$ cat config.mk
export PLATFORM = sky130hd
export DESIGN_NAME = wbu_arb
export DESIGN_NICKNAME = d
export VERILOG_FILES = /design/src/rtl/wbu_arb.sv
export SDC_FILE = /design/constraint.sdc
export NUM_CORES = 1
export LEC_CHECK = 0
export BUFFER_PORTS_ARGS = -buffer_cell sky130_fd_sc_hd__buf_4
export CAP_MARGIN = 40
export CORE_AREA = 5 5 79 96
export DETAILED_ROUTE_END_ITERATION = 8
export DIE_AREA = 0 0 84 101
export PLACE_DENSITY = 0.77
export SKIP_CTS_REPAIR_TIMING = 1
export SYNTH_ARGS = -nofsm -noshare
export SYNTH_HDL_FRONTEND = slang
export SYNTH_SLANG_ARGS = --single-unit
$ cat constraint.sdc
create_clock -name clk -period 2.8 [get_ports clk]
set_input_delay 0 -clock clk [delete_from_list [all_inputs] [get_ports clk]]
set_output_delay 0 -clock clk [all_outputs]
set_load 0.05 [all_outputs]
$ cat src/rtl/wbu_arb.sv
// Write-back arbiter: merges ALU, MUL and DIV results onto one register-file
// write port and one commit-notification port. ALU has priority, with an
// anti-starvation override for MUL and DIV and round-robin between them.
// The output is registered, so a result appears one cycle after its handshake.

`ifndef REG_DATA_WIDTH
`define REG_DATA_WIDTH 32
`endif
`ifndef REG_ADDR_WIDTH
`define REG_ADDR_WIDTH 5
`endif
`ifndef COMMIT_ID_WIDTH
`define COMMIT_ID_WIDTH 4
`endif

module wbu_arb #(
  parameter int unsigned STARVE_LIMIT = 4
) (
  input  logic                        clk,
  input  logic                        rst_n,
  input  logic                        alu_valid_i,
  input  logic                        mul_valid_i,
  input  logic                        div_valid_i,
  input  logic [`REG_DATA_WIDTH-1:0]  alu_wdata_i,
  input  logic [`REG_DATA_WIDTH-1:0]  mul_wdata_i,
  input  logic [`REG_DATA_WIDTH-1:0]  div_wdata_i,
  input  logic [`REG_ADDR_WIDTH-1:0]  alu_waddr_i,
  input  logic [`REG_ADDR_WIDTH-1:0]  mul_waddr_i,
  input  logic [`REG_ADDR_WIDTH-1:0]  div_waddr_i,
  input  logic [`COMMIT_ID_WIDTH-1:0] alu_commit_id_i,
  input  logic [`COMMIT_ID_WIDTH-1:0] mul_commit_id_i,
  input  logic [`COMMIT_ID_WIDTH-1:0] div_commit_id_i,
  output logic                        alu_ready_o,
  output logic                        mul_ready_o,
  output logic                        div_ready_o,
  output logic                        reg_we_o,
  output logic [`REG_ADDR_WIDTH-1:0]  reg_waddr_o,
  output logic [`REG_DATA_WIDTH-1:0]  reg_wdata_o,
  output logic                        commit_valid_o,
  output logic [`COMMIT_ID_WIDTH-1:0] commit_id_o
);

  localparam int               CNT_W = 4;
  localparam logic [CNT_W-1:0] LIMIT = CNT_W'(STARVE_LIMIT);

  typedef enum logic [1:0] {GNT_NONE, GNT_ALU, GNT_MUL, GNT_DIV} gnt_e;

  gnt_e                        gnt;
  logic                        mul_starved, div_starved;
  logic [CNT_W-1:0]            cnt_mul_q, cnt_mul_d, cnt_div_q, cnt_div_d;
  logic                        rr_q, rr_d;
  logic [`REG_ADDR_WIDTH-1:0]  sel_waddr;
  logic [`REG_DATA_WIDTH-1:0]  sel_wdata;
  logic [`COMMIT_ID_WIDTH-1:0] sel_id;
  logic                        reg_we_q, reg_we_d;
  logic                        commit_valid_q, commit_valid_d;
  logic [`REG_ADDR_WIDTH-1:0]  reg_waddr_q, reg_waddr_d;
  logic [`REG_DATA_WIDTH-1:0]  reg_wdata_q, reg_wdata_d;
  logic [`COMMIT_ID_WIDTH-1:0] commit_id_q, commit_id_d;

  assign mul_starved = mul_valid_i && (cnt_mul_q == LIMIT);
  assign div_starved = div_valid_i && (cnt_div_q == LIMIT);

  // Grant selection: starved source first, then ALU, then MUL/DIV round-robin.
  always_comb begin
    // NOTE: every always_comb output gets a default first so no path can infer a latch.
    gnt = GNT_NONE;
    if (!rst_n)                                gnt = GNT_NONE;
    else if (mul_starved && div_starved)       gnt = rr_q ? GNT_DIV : GNT_MUL;
    else if (mul_starved)                      gnt = GNT_MUL;
    else if (div_starved)                      gnt = GNT_DIV;
    else if (alu_valid_i)                      gnt = GNT_ALU;
    else if (mul_valid_i && div_valid_i)       gnt = rr_q ? GNT_DIV : GNT_MUL;
    else if (mul_valid_i)                      gnt = GNT_MUL;
    else if (div_valid_i)                      gnt = GNT_DIV;
  end

  assign alu_ready_o = (gnt == GNT_ALU);
  assign mul_ready_o = (gnt == GNT_MUL);
  assign div_ready_o = (gnt == GNT_DIV);

  // Starvation counters and round-robin pointer update.
  always_comb begin
    cnt_mul_d = '0;
    cnt_div_d = '0;
    rr_d      = rr_q;
    if (mul_valid_i && gnt != GNT_MUL)
      cnt_mul_d = (cnt_mul_q == LIMIT) ? LIMIT : cnt_mul_q + CNT_W'(1);
    if (div_valid_i && gnt != GNT_DIV)
      cnt_div_d = (cnt_div_q == LIMIT) ? LIMIT : cnt_div_q + CNT_W'(1);
    if (gnt == GNT_MUL) rr_d = 1'b1;
    if (gnt == GNT_DIV) rr_d = 1'b0;
  end

  // Payload mux and output-stage next values; data holds when nothing is granted.
  always_comb begin
    sel_waddr = '0;
    sel_wdata = '0;
    sel_id    = '0;
    case (gnt)
      GNT_ALU: begin sel_waddr = alu_waddr_i; sel_wdata = alu_wdata_i; sel_id = alu_commit_id_i; end
      GNT_MUL: begin sel_waddr = mul_waddr_i; sel_wdata = mul_wdata_i; sel_id = mul_commit_id_i; end
      GNT_DIV: begin sel_waddr = div_waddr_i; sel_wdata = div_wdata_i; sel_id = div_commit_id_i; end
      default: ;
    endcase
    commit_valid_d = (gnt != GNT_NONE);
    reg_we_d       = (gnt != GNT_NONE) && (sel_waddr != '0);
    reg_waddr_d    = (gnt != GNT_NONE) ? sel_waddr : reg_waddr_q;
    reg_wdata_d    = (gnt != GNT_NONE) ? sel_wdata : reg_wdata_q;
    commit_id_d    = (gnt != GNT_NONE) ? sel_id    : commit_id_q;
  end

  // State registers; reset clears arbitration state and discards the output stage.
  always_ff @(posedge clk or negedge rst_n) begin
    if (!rst_n) begin
      cnt_mul_q      <= '0;
      cnt_div_q      <= '0;
      rr_q           <= 1'b0;
      reg_we_q       <= 1'b0;
      commit_valid_q <= 1'b0;
      reg_waddr_q    <= '0;
      reg_wdata_q    <= '0;
      commit_id_q    <= '0;
    end else begin
      // NOTE: non-blocking assignments so every flop samples pre-edge values.
      cnt_mul_q      <= cnt_mul_d;
      cnt_div_q      <= cnt_div_d;
      rr_q           <= rr_d;
      reg_we_q       <= reg_we_d;
      commit_valid_q <= commit_valid_d;
      reg_waddr_q    <= reg_waddr_d;
      reg_wdata_q    <= reg_wdata_d;
      commit_id_q    <= commit_id_d;
    end
  end

  assign reg_we_o       = reg_we_q;
  assign commit_valid_o = commit_valid_q;
  assign reg_waddr_o    = reg_waddr_q;
  assign reg_wdata_o    = reg_wdata_q;
  assign commit_id_o    = commit_id_q;

endmodule

# --- After elaboration in Yosys (flattened, before gate mapping) ---
# Cells that the tools add are included.
totals:
  ff_bits: 52
  out_inout_bits: 46
  elab_cells: 45
  inputBits: 128
op_classes:
  eq_ne: 7
  addsub: 2
  muxes: 18
  n_reduce_logical: 10
op_table:
  columns: ["op", "count"]
  rows:
  - ["one-hot mux 32 bit (3 select lines)", 1]
  - ["two-way mux 2 bit", 8]
  - ["two-way mux 4 bit", 4]
  - ["one-hot mux 5 bit (3 select lines)", 1]
  - ["one-hot mux 4 bit (3 select lines)", 1]
  - ["adder 4 x 1 -> 4 bit, second input constant", 2]
  - ["== test 4 x 3 -> 1 bit, second input constant", 2]
  - ["logical AND 1 bit", 7]
  - ["nonzero test 5 bit", 1]
  - ["== test 2 bit, second input constant", 2]
  - ["!= test 2 bit, second input constant", 2]
  - ["nonzero test 2 bit", 2]
  - ["two-way mux 1 bit", 3]
  - ["== test 2 x 1 -> 1 bit, second input constant", 1]

# --- Longest topological paths before layout ---
depth:
  word_depth: 12
  ltp_mapped: 11
  depth_no_buf: 9

# --- Worst setup path after synthesis ---
# No wires, ideal clock.
synth_path:
  path_kind: "register to register"
  startpoint: "register cnt_mul_q[0]"
  endpoint: "register reg_wdata_q[0], in the netlist reg_wdata_o[0]"
  arrival_time_ps: 2274
  required_time_ps: 2723
  setup_time_ps: 77
  period_less_slack_ps: 2351
  slack_ps: 449
  stages_incl_launch_ff: 10
  path_buffers: 2
  path_cell_list: "dfrtp_1 -> inv_1 -> ha_1 -> and4b_1 -> buf_4 -> o21ai_1 -> o211a_4 -> clkbuf_1 -> a22oi_1 -> a21oi_1"
synth_via:
  elab_chain_len: 7
  word_cells_on_any_way: 11
  classes_between: "eq/ne (4); mux (4); reduce/logical (3)"
synth_rtl:
  columns: ["element", "line", "text"]
  rows:
  - ["from (decl)", "50", "logic [CNT_W-1:0] cnt_mul_q, cnt_mul_d, cnt_div_q, cnt_div_d;"]
  - ["from (signal assigned)", "126", "cnt_mul_q <= cnt_mul_d;"]
  - ["== test 4 x 3 -> 1 bit (*)", "61", "assign mul_starved = mul_valid_i && (cnt_mul_q == LIMIT);"]
  - ["logical AND 1 bit (*)", "61", null]
  - ["two-way mux 2 bit or logical AND 1 bit (tied branches)", "70, 69", null]
  - ["two-way mux 2 bit (*)", "69", "else if (mul_starved && div_starved) gnt = rr_q ? GNT_DIV : GNT_MUL;"]
  - ["two-way mux 2 bit (*)", "68", "if (!rst_n) gnt = GNT_NONE;"]
  - ["== test 2 bit (*)", null, null]
  - ["via div_ready_o", "35", "output logic div_ready_o,"]
  - ["one-hot mux 32 bit (3 select lines) (*)", "100", "case (gnt)"]
  - ["to (signal assigned)", "132", "reg_wdata_q <= reg_wdata_d;"]
  - ["to (decl)", "58", "logic [`REG_DATA_WIDTH-1:0] reg_wdata_q, reg_wdata_d;"]
# The timed path passes the listed nets; every way through them passes the cells marked *.
# A chain may end at the register's enable or synchronous reset.

# --- Worst setup path in the final report ---
layout_path:
  startpoint: "register cnt_mul_q[0]"
  endpoint: "register reg_wdata_q[10], in the netlist reg_wdata_o[10]"
layout_via:
  elab_chain_len: 7
  word_cells_on_any_way: 11
  classes_between: "eq/ne (4); mux (4); reduce/logical (3)"
layout_rtl:
  columns: ["element", "line"]
  rows:
  - ["== test 4 x 3 -> 1 bit (*)", "61"]
  - ["logical AND 1 bit (*)", "61"]
  - ["two-way mux 2 bit or logical AND 1 bit (tied branches)", "70, 69"]
  - ["two-way mux 2 bit (*)", "69"]
  - ["two-way mux 2 bit (*)", "68"]
  - ["== test 2 bit or == test 2 x 1 -> 1 bit (tied branches)", "100"]
  - ["one-hot mux 32 bit (3 select lines)", "100"]
# Mark *: on every way between the ends. The rest lies on a longest branch, timed or not.

==> metrics.yaml <==
timing:
  tightest_slew_ns: 0.750
  rsz_0062_raised_after_global_routing: "false"
  finalClockSkew_ns: 0.00995
  final.hold.worst_slack_ns: -0.0242
  fmaxAchievable_mhz: 383
  min_cycle_time_layout_ns: 2.61
  drv_slew: 0
  number_of_hold_slack_violations_in_the_final_timing_report: 17
  worst_slew_margin_rel_pct: 49.9
  final-setup-viol-count: 0
  finalCritPeriodShare_pct: 93.2
  tns_ns: 0
floorplanning:
  core_um2: 6610
  die_x_um: 84
  initial_utilization_pct: 40.5
  die_area_um2: 8480
  die_h_um: 101
  i_o_pin_count: 174
  floorplan_row_count: 33
worst_setup_path:
  rr_worst_depth: 8
  setup.worst_path.start_class: "register"
  criticalPathCategory: "register to register"
  setup.worst_path.end_class: "register"
  critical_path_arrival_ns: 2.85
  critical_path_peak_fanout: 40
  worst-endpoint-required_ns: 3.04
placement:
  port_buffers: 173
  dpl_cell_area_um2: 4060
  globalplace.congestion: 0.875
  placed_wire_length_estimate_mm: 6.75
clocking:
  cts.path.max_buffers: 2
  clock_tree_from_tritoncts: "built"
  cts_max_level: 2
  clk_pin_slew_worst_paths_ns: 0.10
  cts-root-buf: "sky130_fd_sc_hd__clkbuf_8"
  clock_insertion_delay_worst_skew_ns: 0.30
  cts_sinks: 52
  numCtsBuffers: 5
detailed_routing:
  drc_errors: 0
  drt_first_pass_iters: 5
  antenna_violating_nets_post_route: 0
  routed_via_density: 5.38
  wl_met1_mm: 3.69
  wire_per_inst_um: 16.6
  drt_wl_total_mm: 9.67
  route.met2.wl_mm: 5.05
  first_iter_violations: 256
  routed.top_layer: "met4"
  wl_met3_um: 759
  num_vias: 3139
synth:
  synth-edff-count: 0
  syn_area_um2: 2670
  synth.top_cells.by_count: "sky130_fd_sc_hd__dfrtp_1, sky130_fd_sc_hd__nand2_1, sky130_fd_sc_hd__a21oi_1, sky130_fd_sc_hd__o21ai_0, sky130_fd_sc_hd__nor2_1"
  synth_flop_type: "sky130_fd_sc_hd__dfrtp_1"
  post-synth-top-count-cell: "sky130_fd_sc_hd__dfrtp_1"
  post_synth_top_area_share_pct: 48.7
  synth_top_cells_by_area: "sky130_fd_sc_hd__dfrtp_1, sky130_fd_sc_hd__a222oi_1, sky130_fd_sc_hd__nand2_1, sky130_fd_sc_hd__a21oi_1, sky130_fd_sc_hd__o21ai_0"
  ys_ff_latch: 52
  synth_area_per_cell_um2: 9.06
  post_synth_num_cell_types: 36
  ys_seq_area_share_pct: 48.7
  synthDominantAreaCellType: "sky130_fd_sc_hd__dfrtp_1"
  netlist_instances: 295
  synth.yosys.warnings: 0
  postSynth.asyncResetShare_pct: 100
  synth.net_count: 427
finish:
  antennaDiodeCount: 0
  final_area_um2: 4520
  synthToLayoutAreaGrowth_pct: 69.0
  fillCellCount: 523
  finish.net_count: 629
  multiInputGateArea_um2: 1270
  ff_latch_area_um2: 1300
  post-route-util_pct: 68.4
  drive_gt1_share_pct: 38.2
power_and_ir_drop:
  design_power_total_uw: 2350
  cellPowerDensity_nw_per_um2: 521
  leakagePower_uw: 0.00224
  ir_drop_v: 0.000342
grt:
  first_pass_grt_wire_length_mm: 13.7
  antenna_found_initial: 0
  global_route.usage.total_pct: 19.7
  grt_start_max_net_pins: 41
  first_global_vias: 2932
  grt.overflow.total: 0
outcome:
  failed_checks: "negative hold slack"
  outcome: "complete, but fails checks"
flow_run:
  max_cap_violations: 0
hold_path:
  number_of_stages_on_the_worst_hold_path: 3
  worst_hold_path_type: "primary input to register"
metal layers:
layer / track usage [%] / vias up
li1: - / 1490
met1: 22.6 / 1489
met2: 35.7 / 145
met3: 5.97 / 15
met4: 5.20 / 0
met5: 0 / -
per-stage QoR:
stage	instances	setup slack, ns
after floorplan	295	0.449
after global placement	540	0.360
after detailed placement	540	0.276
after CTS	547	0.251
after global routing	584	0.0664
final	584	0.191
worst paths after layout:
check                                start         endpoint  slack (ns)
max reg2reg                   cnt_mul_q[0]  reg_wdata_o[10]        0.19
min reg2reg                 reg_waddr_o[0]   reg_waddr_o[0]        0.49
max                           cnt_mul_q[0]  reg_wdata_o[10]        0.19
max in group asynchronous            rst_n  reg_wdata_o[12]        1.94
min                        alu_wdata_i[19]  reg_wdata_o[19]       -0.02
min in group asynchronous            rst_n   commit_valid_o        0.18
cells by family after synthesis:
| group | Yosys count | share of synthesized area (%) |
|---|---|---|
| adders and majority gates | 4 | 1.87 |
| DFF | 52 | 48.7 |
| AOI/OAI and AO/OA | 122 | 30.4 |
| and+or+nand+nor | 87 | 14.4 |
| buffers and inverters | 30 | 4.63 |
worst max-delay path, cell delays in order (launching register included):
cell                            delay [ns]
sky130_fd_sc_hd__dfrtp_1              0.41
sky130_fd_sc_hd__inv_1                0.06
sky130_fd_sc_hd__ha_1                 0.24
sky130_fd_sc_hd__and4b_1              0.31
sky130_fd_sc_hd__a211oi_4             0.25
sky130_fd_sc_hd__buf_4                0.42
sky130_fd_sc_hd__a22oi_1              0.12
sky130_fd_sc_hd__dlygate4sd3_1        0.59
sky130_fd_sc_hd__a21oi_1              0.12
sequential cells by signal, summed over array words and instances, names as in the netlist:
signal / cells
reg_wdata_o: 32
reg_waddr_o: 5
cnt_div_q: 4
cnt_mul_q: 4
commit_id_o: 4
commit_valid_o: 1
reg_we_o: 1
rr_q: 1
power breakdown:
part	total, uW	switching (uW)	internal (uW)
Sequential	919	64.0	855
Clock	442	244	198
Combinational	992	614	378
Total	2350	922	1430
area by class of cell:
cell class | instances | area share (%)
Timing Repair Buffer | 215 | 37.8
Inverter | 10 | 0.831
Clock buffer | 6 | 1.83
Sequential cell | 52 | 28.8
Clock inverter | 1 | 0.194
Tap cell | 87 | 2.41
Multi-Input combinational cell | 213 | 28.2
cells in the final DEF, fill, tap and decap left out, types with 2 or more instances in the layout:
| master | Yosys | routed |
|---|---|---|
| sky130_fd_sc_hd__a21o_1 | 10 | 10 |
| sky130_fd_sc_hd__a21oi_1 | 25 | 25 |
| sky130_fd_sc_hd__a222oi_1 | 19 | 19 |
| sky130_fd_sc_hd__a22oi_1 | 11 | 11 |
| sky130_fd_sc_hd__and2_1 | 2 | 2 |
| sky130_fd_sc_hd__buf_4 | 1 | 178 |
| sky130_fd_sc_hd__clkbuf_8 | 0 | 6 |
| sky130_fd_sc_hd__dfrtp_1 | 52 | 52 |
| sky130_fd_sc_hd__dlygate4sd3_1 | 0 | 37 |
| sky130_fd_sc_hd__ha_1 | 4 | 4 |
| sky130_fd_sc_hd__inv_1 | 10 | 10 |
| sky130_fd_sc_hd__nand2_1 | 43 | 43 |
| sky130_fd_sc_hd__nand2b_1 | 2 | 2 |
| sky130_fd_sc_hd__nand3_1 | 4 | 4 |
| sky130_fd_sc_hd__nor2_1 | 24 | 24 |
| sky130_fd_sc_hd__nor2b_1 | 2 | 2 |
| sky130_fd_sc_hd__nor3_1 | 4 | 4 |
| sky130_fd_sc_hd__o211ai_1 | 2 | 2 |
| sky130_fd_sc_hd__o21ai_0 | 25 | 25 |
| sky130_fd_sc_hd__o21ai_1 | 20 | 19 |
Power figures use the tool's default switching activity.
